## config.mk

```make
export PLATFORM = sky130hd
export DESIGN_NAME = rip_csr_trap_unit
export DESIGN_NICKNAME = d
export VERILOG_FILES = /design/src/rtl/rip_csr_trap_unit_pkg.sv /design/src/rtl/rip_csr_counter.sv /design/src/rtl/rip_csr_trap_unit.sv
export SDC_FILE = /design/constraint.sdc
export NUM_CORES = 1
export LEC_CHECK = 0
export ABC_AREA = 1
export BUFFER_PORTS_ARGS = -buffer_cell sky130_fd_sc_hd__clkbuf_2
export CAP_MARGIN = 20
export CORE_ASPECT_RATIO = 1.4
export CORE_MARGIN = 1.5
export CORE_UTILIZATION = 40
export DETAILED_ROUTE_END_ITERATION = 8
export PLACE_DENSITY = 0.69
export SLEW_MARGIN = 20
export SYNTH_ARGS = -nofsm -noshare
export SYNTH_HDL_FRONTEND = slang
export SYNTH_SLANG_ARGS = --single-unit
```

## constraint.sdc

```tcl
create_clock -name clk -period 2.92 [get_ports clk]
set_input_delay 0.292 -clock clk [delete_from_list [all_inputs] [get_ports clk]]
set_output_delay 0.292 -clock clk [all_outputs]
set_load 0.01 [all_outputs]
```

## src/rtl/rip_csr_trap_unit_pkg.sv

```systemverilog
// Shared types, CSR addresses and helpers for the RIP machine-mode CSR/trap unit.
package rip_csr_trap_unit_pkg;

    typedef enum logic [1:0] {
        CsrRead = 2'd0,
        CsrRw   = 2'd1,
        CsrRs   = 2'd2,
        CsrRc   = 2'd3
    } csr_op_e;

    typedef enum logic {
        StIdle  = 1'b0,
        StRedir = 1'b1
    } trap_state_e;

    localparam logic [11:0] CSR_MSTATUS   = 12'h300;
    localparam logic [11:0] CSR_MIE       = 12'h304;
    localparam logic [11:0] CSR_MTVEC     = 12'h305;
    localparam logic [11:0] CSR_MSCRATCH  = 12'h340;
    localparam logic [11:0] CSR_MEPC      = 12'h341;
    localparam logic [11:0] CSR_MCAUSE    = 12'h342;
    localparam logic [11:0] CSR_MTVAL     = 12'h343;
    localparam logic [11:0] CSR_MIP       = 12'h344;
    localparam logic [11:0] CSR_MCYCLE    = 12'hB00;
    localparam logic [11:0] CSR_MINSTRET  = 12'hB02;
    localparam logic [11:0] CSR_MCYCLEH   = 12'hB80;
    localparam logic [11:0] CSR_MINSTRETH = 12'hB82;

    localparam logic [4:0] CAUSE_BREAKPOINT = 5'd3;
    localparam logic [4:0] CAUSE_MEXT_INT   = 5'd11;

    localparam int unsigned MSTATUS_MIE  = 3;
    localparam int unsigned MSTATUS_MPIE = 7;
    localparam int unsigned MIE_MEIE     = 11;

    // Read-modify-write result of a CSR instruction.
    function automatic logic [31:0] csr_apply(csr_op_e op, logic [31:0] old_val,
                                              logic [31:0] wdata);
        logic [31:0] res;
        case (op)
            CsrRw:   res = wdata;
            CsrRs:   res = old_val | wdata;
            CsrRc:   res = old_val & ~wdata;
            default: res = old_val;
        endcase
        return res;
    endfunction

endpackage

```

## src/rtl/rip_csr_counter.sv

```systemverilog
// Performance counter with increment enable and independent low/high half writes.
module rip_csr_counter #(
    parameter int unsigned CNT_WIDTH = 64
) (
    input  logic        clk_i,
    input  logic        rst_ni,
    input  logic        inc_i,
    input  logic        wr_lo_i,
    input  logic        wr_hi_i,
    input  logic [31:0] wdata_i,
    output logic [63:0] value_o
);

    logic [CNT_WIDTH-1:0] cnt_q, cnt_d;
    logic [63:0]          cur, nxt;

    // A half write wins over the increment; carry into the high half is implicit in the add.
    always_comb begin
        cur = '0;
        cur[CNT_WIDTH-1:0] = cnt_q;
        nxt = cur;
        if (wr_lo_i) begin
            nxt[31:0] = wdata_i;
        end else if (wr_hi_i) begin
            nxt[63:32] = wdata_i;
        end else if (inc_i) begin
            nxt = cur + 64'd1;
        end
        cnt_d = nxt[CNT_WIDTH-1:0];
    end

    assign value_o = cur;

    // Counter state with synchronous reset.
    always_ff @(posedge clk_i) begin
        if (!rst_ni) begin
            cnt_q <= '0;
        end else begin
            cnt_q <= cnt_d;
        end
    end

endmodule

```

## src/rtl/rip_csr_trap_unit.sv

```systemverilog
// Machine-mode CSR file and trap/mret sequencer issuing one PC redirect per event.
module rip_csr_trap_unit
    import rip_csr_trap_unit_pkg::*;
#(
    parameter int unsigned XLEN        = 32,
    parameter logic [31:0] MTVEC_RESET = 32'h0000_0000,
    parameter int unsigned CNT_WIDTH   = 64,
    parameter bit          VECTORED_EN = 1'b1
) (
    input  logic            clk,
    input  logic            rstn,
    input  logic            csr_valid,
    input  logic [1:0]      csr_op,
    input  logic [11:0]     csr_addr,
    input  logic [XLEN-1:0] csr_wdata,
    output logic [XLEN-1:0] csr_rdata,
    output logic            csr_illegal,
    input  logic            exc_valid,
    input  logic [4:0]      exc_cause,
    input  logic [XLEN-1:0] exc_pc,
    input  logic [XLEN-1:0] exc_tval,
    input  logic            mret,
    input  logic            retire,
    input  logic            irq_ext,
    input  logic [XLEN-1:0] irq_pc,
    output logic            redirect,
    output logic [XLEN-1:0] redirect_pc,
    output logic            busy
);

    // mtvec.MODE bit 1 is reserved; bit 0 only exists when vectoring is supported.
    function automatic logic [XLEN-1:0] mtvec_warl(logic [XLEN-1:0] v);
        logic [XLEN-1:0] r;
        r    = v;
        r[1] = 1'b0;
        if (!VECTORED_EN) r[0] = 1'b0;
        return r;
    endfunction

    localparam logic [XLEN-1:0] PcMask = ~XLEN'(3);

    csr_op_e         op;
    logic            mst_mie_q, mst_mie_d, mst_mpie_q, mst_mpie_d;
    logic            meie_q, meie_d;
    logic [XLEN-1:0] mtvec_q, mtvec_d, mepc_q, mepc_d, mcause_q, mcause_d;
    logic [XLEN-1:0] mtval_q, mtval_d, mscratch_q, mscratch_d;
    trap_state_e     state_q;
    logic            redirect_q, busy_q;
    logic [XLEN-1:0] redirect_pc_q;

    logic            csr_known, wr_intent, csr_we;
    logic            exc_take, irq_take, trap_take, mret_take;
    logic [XLEN-1:0] csr_new, trap_target;
    logic [63:0]     mcycle_val, minstret_val;

    assign op = csr_op_e'(csr_op);

    // Old-value read mux and address decode.
    always_comb begin
        csr_known = 1'b1;
        csr_rdata = '0;
        case (csr_addr)
            CSR_MSTATUS:   csr_rdata = {19'b0, 2'b11, 3'b0, mst_mpie_q, 3'b0, mst_mie_q, 3'b0};
            CSR_MIE:       csr_rdata = {20'b0, meie_q, 11'b0};
            CSR_MTVEC:     csr_rdata = mtvec_q;
            CSR_MSCRATCH:  csr_rdata = mscratch_q;
            CSR_MEPC:      csr_rdata = mepc_q;
            CSR_MCAUSE:    csr_rdata = mcause_q;
            CSR_MTVAL:     csr_rdata = mtval_q;
            CSR_MIP:       csr_rdata = {20'b0, irq_ext, 11'b0};
            CSR_MCYCLE:    csr_rdata = mcycle_val[31:0];
            CSR_MCYCLEH:   csr_rdata = mcycle_val[63:32];
            CSR_MINSTRET:  csr_rdata = minstret_val[31:0];
            CSR_MINSTRETH: csr_rdata = minstret_val[63:32];
            default:       csr_known = 1'b0;
        endcase
    end

    // RS/RC with a zero operand never writes, so they stay legal on read-only mip.
    assign wr_intent   = (op == CsrRw) || ((op != CsrRead) && (csr_wdata != '0));
    assign csr_illegal = !csr_known || ((csr_addr == CSR_MIP) && wr_intent);
    assign csr_new     = csr_apply(op, csr_rdata, csr_wdata);

    assign exc_take  = exc_valid && !busy_q;
    assign irq_take  = irq_ext && mst_mie_q && meie_q && !busy_q;
    assign trap_take = exc_take || irq_take;
    assign mret_take = mret && !busy_q && !trap_take;
    assign csr_we    = csr_valid && wr_intent && !csr_illegal && !busy_q && !trap_take
                       && !mret_take;

    // Trap target: aligned base, plus 4*cause for vectored interrupts.
    always_comb begin
        trap_target = {mtvec_q[XLEN-1:2], 2'b00};
        if (!exc_take && VECTORED_EN && mtvec_q[0]) begin
            trap_target = trap_target + {{(XLEN-7){1'b0}}, CAUSE_MEXT_INT, 2'b00};
        end
    end

    // Next-state for CSRs: trap beats mret beats a CSR write.
    always_comb begin
        mst_mie_d  = mst_mie_q;
        mst_mpie_d = mst_mpie_q;
        meie_d     = meie_q;
        mtvec_d    = mtvec_q;
        mepc_d     = mepc_q;
        mcause_d   = mcause_q;
        mtval_d    = mtval_q;
        mscratch_d = mscratch_q;
        if (trap_take) begin
            mepc_d     = (exc_take ? exc_pc : irq_pc) & PcMask;
            mcause_d   = exc_take ? {1'b0, {(XLEN-6){1'b0}}, exc_cause}
                                  : {1'b1, {(XLEN-6){1'b0}}, CAUSE_MEXT_INT};
            mtval_d    = exc_take ? exc_tval : '0;
            mst_mpie_d = mst_mie_q;
            mst_mie_d  = 1'b0;
        end else if (mret_take) begin
            mst_mie_d  = mst_mpie_q;
            mst_mpie_d = 1'b1;
        end else if (csr_we) begin
            case (csr_addr)
                CSR_MSTATUS: begin
                    mst_mie_d  = csr_new[MSTATUS_MIE];
                    mst_mpie_d = csr_new[MSTATUS_MPIE];
                end
                CSR_MIE:      meie_d     = csr_new[MIE_MEIE];
                CSR_MTVEC:    mtvec_d    = mtvec_warl(csr_new);
                CSR_MSCRATCH: mscratch_d = csr_new;
                CSR_MEPC:     mepc_d     = csr_new & PcMask;
                CSR_MCAUSE:   mcause_d   = csr_new;
                CSR_MTVAL:    mtval_d    = csr_new;
                default: ;
            endcase
        end
    end

    // CSR state registers.
    always_ff @(posedge clk) begin
        if (!rstn) begin
            mst_mie_q  <= 1'b0;
            mst_mpie_q <= 1'b0;
            meie_q     <= 1'b0;
            mtvec_q    <= mtvec_warl(MTVEC_RESET);
            mepc_q     <= '0;
            mcause_q   <= '0;
            mtval_q    <= '0;
            mscratch_q <= '0;
        end else begin
            mst_mie_q  <= mst_mie_d;
            mst_mpie_q <= mst_mpie_d;
            meie_q     <= meie_d;
            mtvec_q    <= mtvec_d;
            mepc_q     <= mepc_d;
            mcause_q   <= mcause_d;
            mtval_q    <= mtval_d;
            mscratch_q <= mscratch_d;
        end
    end

    // Redirect sequencer: one REDIR cycle per trap or mret, outputs registered.
    always_ff @(posedge clk) begin
        if (!rstn) begin
            state_q       <= StIdle;
            redirect_q    <= 1'b0;
            busy_q        <= 1'b0;
            redirect_pc_q <= '0;
        end else begin
            case (state_q)
                StIdle: begin
                    if (trap_take || mret_take) begin
                        state_q       <= StRedir;
                        redirect_q    <= 1'b1;
                        busy_q        <= 1'b1;
                        redirect_pc_q <= trap_take ? trap_target : mepc_q;
                    end
                end
                default: begin
                    state_q    <= StIdle;
                    redirect_q <= 1'b0;
                    busy_q     <= 1'b0;
                end
            endcase
        end
    end

    assign redirect    = redirect_q;
    assign redirect_pc = redirect_pc_q;
    assign busy        = busy_q;

    rip_csr_counter #(
        .CNT_WIDTH (CNT_WIDTH)
    ) u_mcycle (
        .clk_i   (clk),
        .rst_ni  (rstn),
        .inc_i   (1'b1),
        .wr_lo_i (csr_we && (csr_addr == CSR_MCYCLE)),
        .wr_hi_i (csr_we && (csr_addr == CSR_MCYCLEH)),
        .wdata_i (csr_wdata),
        .value_o (mcycle_val)
    );

    rip_csr_counter #(
        .CNT_WIDTH (CNT_WIDTH)
    ) u_minstret (
        .clk_i   (clk),
        .rst_ni  (rstn),
        .inc_i   (retire && !busy_q),
        .wr_lo_i (csr_we && (csr_addr == CSR_MINSTRET)),
        .wr_hi_i (csr_we && (csr_addr == CSR_MINSTRETH)),
        .wdata_i (csr_wdata),
        .value_o (minstret_val)
    );

endmodule

```

==> Word level (Yosys, flattened, before mapping) <==
Index checks and enable logic that the tools add are counted.
{ "totals": {"elab_cells": 134, "output_inout_bits": 67, "input_bits": 154, "register_bits": 322} }
{ "classes": {"n_addsub": 3, "n_reduce_logical": 55, "bitwise_logic": 8, "n_mux": 35, "n_eq_ne": 18} }
{ "op_table": {"columns": ["cell", "count"], "rows": [
  ["2-to-1 mux 32 bit", 23],
  ["case mux 32 bit (12 select lines)", 1],
  ["adder 64 x 1 -> 64 bit, second input constant", 2],
  ["equality test 12 x 10 -> 1 bit, second input constant", 8],
  ["case mux 32 bit (3 select lines)", 1],
  ["2-to-1 mux 64 bit", 1],
  ["equality test 12 bit, second input constant", 4],
  ["adder 32 x 6 -> 32 bit, second input constant", 1],
  ["AND 32 bit", 1],
  ["inverter 32 bit", 1],
  ["bitwise OR 32 bit", 1],
  ["nonzero test 32 bit", 1],
  ["logical AND 1 bit", 19],
  ["nonzero test 2 bit", 9],
  ["AND reduction 4 bit", 3],
  ["OR reduction 12 bit", 1],
  ["AND reduction 2 bit", 5],
  ["2-to-1 mux 1 bit", 9],
  ["AND reduction 3 bit", 3],
  ["logical NOT 1 bit", 6],
  ["nonzero test 3 bit", 2],
  ["inverter 1 bit", 5],
  ["equality test 2 bit, second input constant", 2],
  ["logical OR 1 bit", 4],
  ["4 further kinds", 6]
]} }

==> Longest topological paths before layout <==
{ "depth": {"ltp_word": 13, "ltp_mapped": 18, "mapped_depth_nobuf": 16} }

==> Cells and area by module <==
From an unflattened synthesis, not the netlist that was laid out.
{ "hier_totals": {"cells_unflattened": 3950, "area_unflattened_um2": 22495.3} }
{ "by_module_without_submodules": {"columns": ["module", "instances", "area_each_um2", "cells_per_inst"], "rows": [
  ["rip_csr_trap_unit", 1, 12753.5, 2230],
  ["rip_csr_counter", 2, 4870.9, 860]
]} }

==> Worst setup path after synthesis <==
OpenSTA, ideal clock, no wires.
{ "synth_path": {"kind": "input-to-output", "start": "input csr_addr[9]", "end": "output csr_rdata[13]", "slack_ns": 0.766, "arrival_ns": 1.862, "path_stages": 11, "cell_sequence": "nand2_1 > inv_2 > nand2_2 > nor2_4 > nand2_1 > clkbuf_1 > buf_2 > buf_1 > o22ai_1 > a211oi_1 > o2111ai_1"} }
{ "synth_between": {"elab_chain_cells": 2} }
{ "synth_lines": {"columns": ["item", "line", "rtl"], "rows": [
  ["start: declaration", "rip_csr_trap_unit.sv:14", "input logic [11:0] csr_addr,"],
  ["equality test 12 bit / equality test 12 x 10 -> 1 bit (equally long branches)", "rip_csr_trap_unit.sv:62", "case (csr_addr)"],
  ["case mux 32 bit (12 select lines) *", "rip_csr_trap_unit.sv:62", null],
  ["end: declaration", "rip_csr_trap_unit.sv:16", "output logic [XLEN-1:0] csr_rdata,"]
]} }
Mark *: on every way between the ends. The rest lies on a longest branch, timed or not.

==> Worst setup path after layout <==
{ "layout_path": {"start": "register u_minstret.cnt_q[1], in the netlist u_minstret.value_o[1]", "end": "register u_minstret.cnt_q[26], in the netlist u_minstret.value_o[26]"} }
{ "layout_between": {"elab_chain_cells": 4} }
{ "layout_lines": {"columns": ["item", "line", "rtl"], "rows": [
  ["start: declaration", "rip_csr_counter.sv:14", "logic [CNT_WIDTH-1:0] cnt_q, cnt_d;"],
  ["start signal: assignment", "rip_csr_counter.sv:39", "cnt_q <= cnt_d;"],
  ["adder 64 x 1 -> 64 bit", "rip_csr_counter.sv:27", "nxt = cur + 64'd1;"],
  ["2-to-1 mux 64 bit", "rip_csr_counter.sv:26", "end else if (inc_i) begin"],
  ["2-to-1 mux 32 bit", "rip_csr_counter.sv:24", "end else if (wr_hi_i) begin"],
  ["2-to-1 mux 32 bit", "rip_csr_counter.sv:22", "if (wr_lo_i) begin"]
]} }
Every way passes these cells. The select of a mux whose other input is x is not followed.
A chain may end at the register's enable or synchronous reset.

==> flow_metrics.env <==
export IMPL_grtUsageTotal=0.369
export IMPL_r2r_cells=14
export IMPL_min_path_cells=3
export IMPL_grt_max_degree=187
export IMPL_whs_ns=0.00189
export IMPL_io_buffer_count=214
export IMPL_rsz0062_at_grt="false"
export IMPL_dpl_hpwl_mm=85.5
export IMPL_clk_pin_slew_ns=0.06
export IMPL_grt_pass1_wl_mm=160
export IMPL_wire_per_inst_um=22.6
export IMPL_clock_path_buffers=3
export IMPL_min_to="mtval_q[3]$_SDFFE_PN0P_"
export IMPL_synth_cell_area_um2=22600
export IMPL_initial_utilization=0.403
export IMPL_mostFrequentLayoutCells="946 x nand2_1, 511 x nor2_1, 414 x inv_1, 335 x o21ai_0, 320 x dfxtp_1"
export IMPL_max_cap_violations=0
export IMPL_worstReg2RegStart="u_minstret.value_o[1]$_SDFFE_PN0P_"
export IMPL_max_vdd_ir_drop_v=0.000375
export IMPL_yosysSeqAreaShare=0.283
export IMPL_cts_tree="done"
export IMPL_fin_util=0.482
export IMPL_clkLatencyLatePin_ns=0.58
export IMPL_cts_buffers=37
export IMPL_synth_edf_count=0
export IMPL_final_setup_skew_ns=0.0245
export IMPL_die_y_um=284
export IMPL_drc_errors=0
export IMPL_min_path_type="in2reg"
export IMPL_htree_levels=2
export IMPL_critical_path_class="reg2reg"
export IMPL_die_w_um=204
export IMPL_place_congestion=1.07
export IMPL_clock_sinks=320
export IMPL_yosysWarningCount=0
export IMPL_num_rows=103
export IMPL_num_vias=27500
export IMPL_fin_nets=4267
export IMPL_rr_endpoint="u_minstret.value_o[26]$_SDFFE_PN0P_"
export IMPL_drive_above_1_share=0.132
export IMPL_powerDensity_nw_per_um2=416
export IMPL_ant_nets=0
export IMPL_p_leak_nw=11.2
export IMPL_synth_cell_type_count=50
export IMPL_grt_overflow=0
export IMPL_placed_cell_area_um2=25600
export IMPL_layout_commonest_cell="nand2_1"
export IMPL_end_kind="flip-flop"
export IMPL_max_freq_mhz=370
export IMPL_area_delta_synth_final_pct=19.6
export IMPL_synthCells=3835
export IMPL_dieArea_um2=58000
export IMPL_fin_crit_ns=2.70
export IMPL_vias_per_cell=5.66
export IMPL_core_um2=56200
export IMPL_synth_ff_type="dfxtp_1"
export IMPL_rrSetupSlack_ns=0.22
export IMPL_antenna_found_initial=0
export IMPL_setup_violations=0
export IMPL_hp_start="exc_tval[3]"
export IMPL_arrival_ns=3.20
export IMPL_layout_cells_non_filler=4871
export IMPL_postLayoutCellArea_um2=27100
export IMPL_fin_crit_sh=0.926
export IMPL_cp_required_ns=3.42
export IMPL_crit_path_start="u_minstret.value_o[1]$_SDFFE_PN0P_"
export IMPL_slew_violations=0
export IMPL_maxSlewHeadroom=0.418
export IMPL_status="finished clean"
export IMPL_ys_ff_latch=320
export IMPL_pin_count=221
export IMPL_numPlacedInstances=4787
export IMPL_cts_root_buffer_cell="clkbuf_16"
export IMPL_hold_viol=0
export IMPL_drt_iter0_drc=2988
export IMPL_crit_path_start_kind="flip-flop"
export IMPL_tightest_slew_ns=0.873
export IMPL_postSynth_asyncResetShare=0
export IMPL_antennaDiodeCount=0
export IMPL_crit_path_max_fanout=4
export IMPL_postSynthAreaPerCell_um2=5.90
export IMPL_drt_pass1_iter_count=6
export IMPL_routed_wl_mm=110
export IMPL_grt_pass1_vias=25500
[worst max path at each step]
stage / slack [ns] / cells after the start / endpoint
global route: 0.07 / 12 / redirect_pc[30]$_SDFFE_PN0P_
CTS: 0.29 / 14 / u_minstret.value_o[26]$_SDFFE_PN0P_
global placement: -0.01 / 16 / mtval_q[24]$_SDFFE_PN0P_
finish: 0.22 / 14 / u_minstret.value_o[26]$_SDFFE_PN0P_
detailed placement: -0.04 / 16 / mtval_q[26]$_SDFFE_PN0P_
floorplan: 0.77 / 11 / csr_rdata[13]
[sequential cells by signal, summed over array words and instances, names as in the netlist]
signal and flops:
u_mcycle.value_o 64, redirect_pc 30, mtvec_q 31, mst_mpie_q 1, mtval_q 32, mscratch_q 32
busy 1, mepc_q 30, meie_q 1, mcause_q 32, mst_mie_q 1, state_q 1
u_minstret.value_o 64
[cell usage after synthesis (all sizes together) (2+ instances only)]
| master | number | share of area |
|---|---|---|
| nand2 | 957 | 0.16 |
| nor2 | 527 | 0.091 |
| inv | 432 | 0.072 |
| o21ai | 359 | 0.080 |
| dfxtp | 320 | 0.28 |
| a21oi | 308 | 0.068 |
| nand3 | 215 | 0.050 |
| clkbuf | 127 | 0.021 |
| xor2 | 111 | 0.043 |
| nor3 | 109 | 0.025 |
| o22ai | 89 | 0.025 |
| buf | 77 | 0.019 |
| nand4 | 69 | 0.019 |
| nor4 | 30 | 0.0083 |
| nand3b | 25 | 0.0083 |
| o211ai | 25 | 0.0083 |
| o221ai | 11 | 0.0043 |
| a221oi | 5 | 0.0019 |
| or2 | 5 | 0.0014 |
| xnor2 | 5 | 0.0019 |
| a31oi | 4 | 0.0011 |
| and3 | 4 | 0.0011 |
| a211oi | 3 | 0.0010 |
| ha | 3 | 0.0017 |
| nor3b | 3 | 0.0010 |
| o2111ai | 3 | 0.0012 |
| clkinv | 2 | 0.00033 |
[cells by family after synthesis]
family	after synthesis	synth area share
simple gates	1945	0.366
compound gates	812	0.192
buf+inv	638	0.112
flops	320	0.283
xor+xnor	116	0.0449
fa+ha+maj	3	0.00166
other cells	1	0.000166
[where the power goes]
| group | switching [mW] | total (mW) | internal, mW |
|---|---|---|---|
| combinational | 1.14 | 1.66 | 0.522 |
| sequential | 0.150 | 4.71 | 4.56 |
| clock | 2.13 | 4.88 | 2.75 |
[worst max-delay path: stages, from the launching register on]
cell	delay (ns)
dfxtp_1	0.44
ha_1	0.23
nand3_1	0.10
buf_4	0.16
inv_1	0.12
nand2_1	0.12
nor2_1	0.30
nand3_1	0.28
nor2_1	0.26
buf_4	0.17
xor2_1	0.15
nand2_1	0.07
nor2_1	0.09
nor2_1	0.04
a21oi_1	0.10
[through the flow]
step,setup TNS (ns),worst slack (ns),power [mW]
finish,0,0.216,11.3
global route,0,0.0693,11.6
CTS,0,0.289,11.2
detailed placement,-0.346,-0.0431,6.41
global placement,-0.139,-0.0126,6.39
floorplan,0,0.766,5.70
[routing by layer]
| layer | vias up | GRT usage | wire length [µm] |
|---|---|---|---|
| li1 | 13100 | - | - |
| met1 | 12600 | 0.444 | 42000 |
| met2 | 1535 | 0.602 | 49900 |
| met3 | 387 | 0.0534 | 9000 |
| met4 | 0 | 0.260 | 9070 |
| met5 | - | 0 | 0 |
[cell type report]
cell class | count | area, µm²
timing repair buffer | 439 | 3150
sequential | 320 | 6410
clock inverter | 15 | 175
clock buffer | 50 | 1060
multi-input combinational | 2878 | 13700
tap | 735 | 920
fill | 6046 | 29100
inverter | 434 | 1630
[timing repair]
item | CTS | global route
hold buffers | 19 | 0
hold endpoints to repair | 19 | 0
setup endpoints to repair | 0 | 5
setup buffers | 0 | 0
resized for setup | 0 | 3
Note: power is estimated with default switching activity, not from simulation.
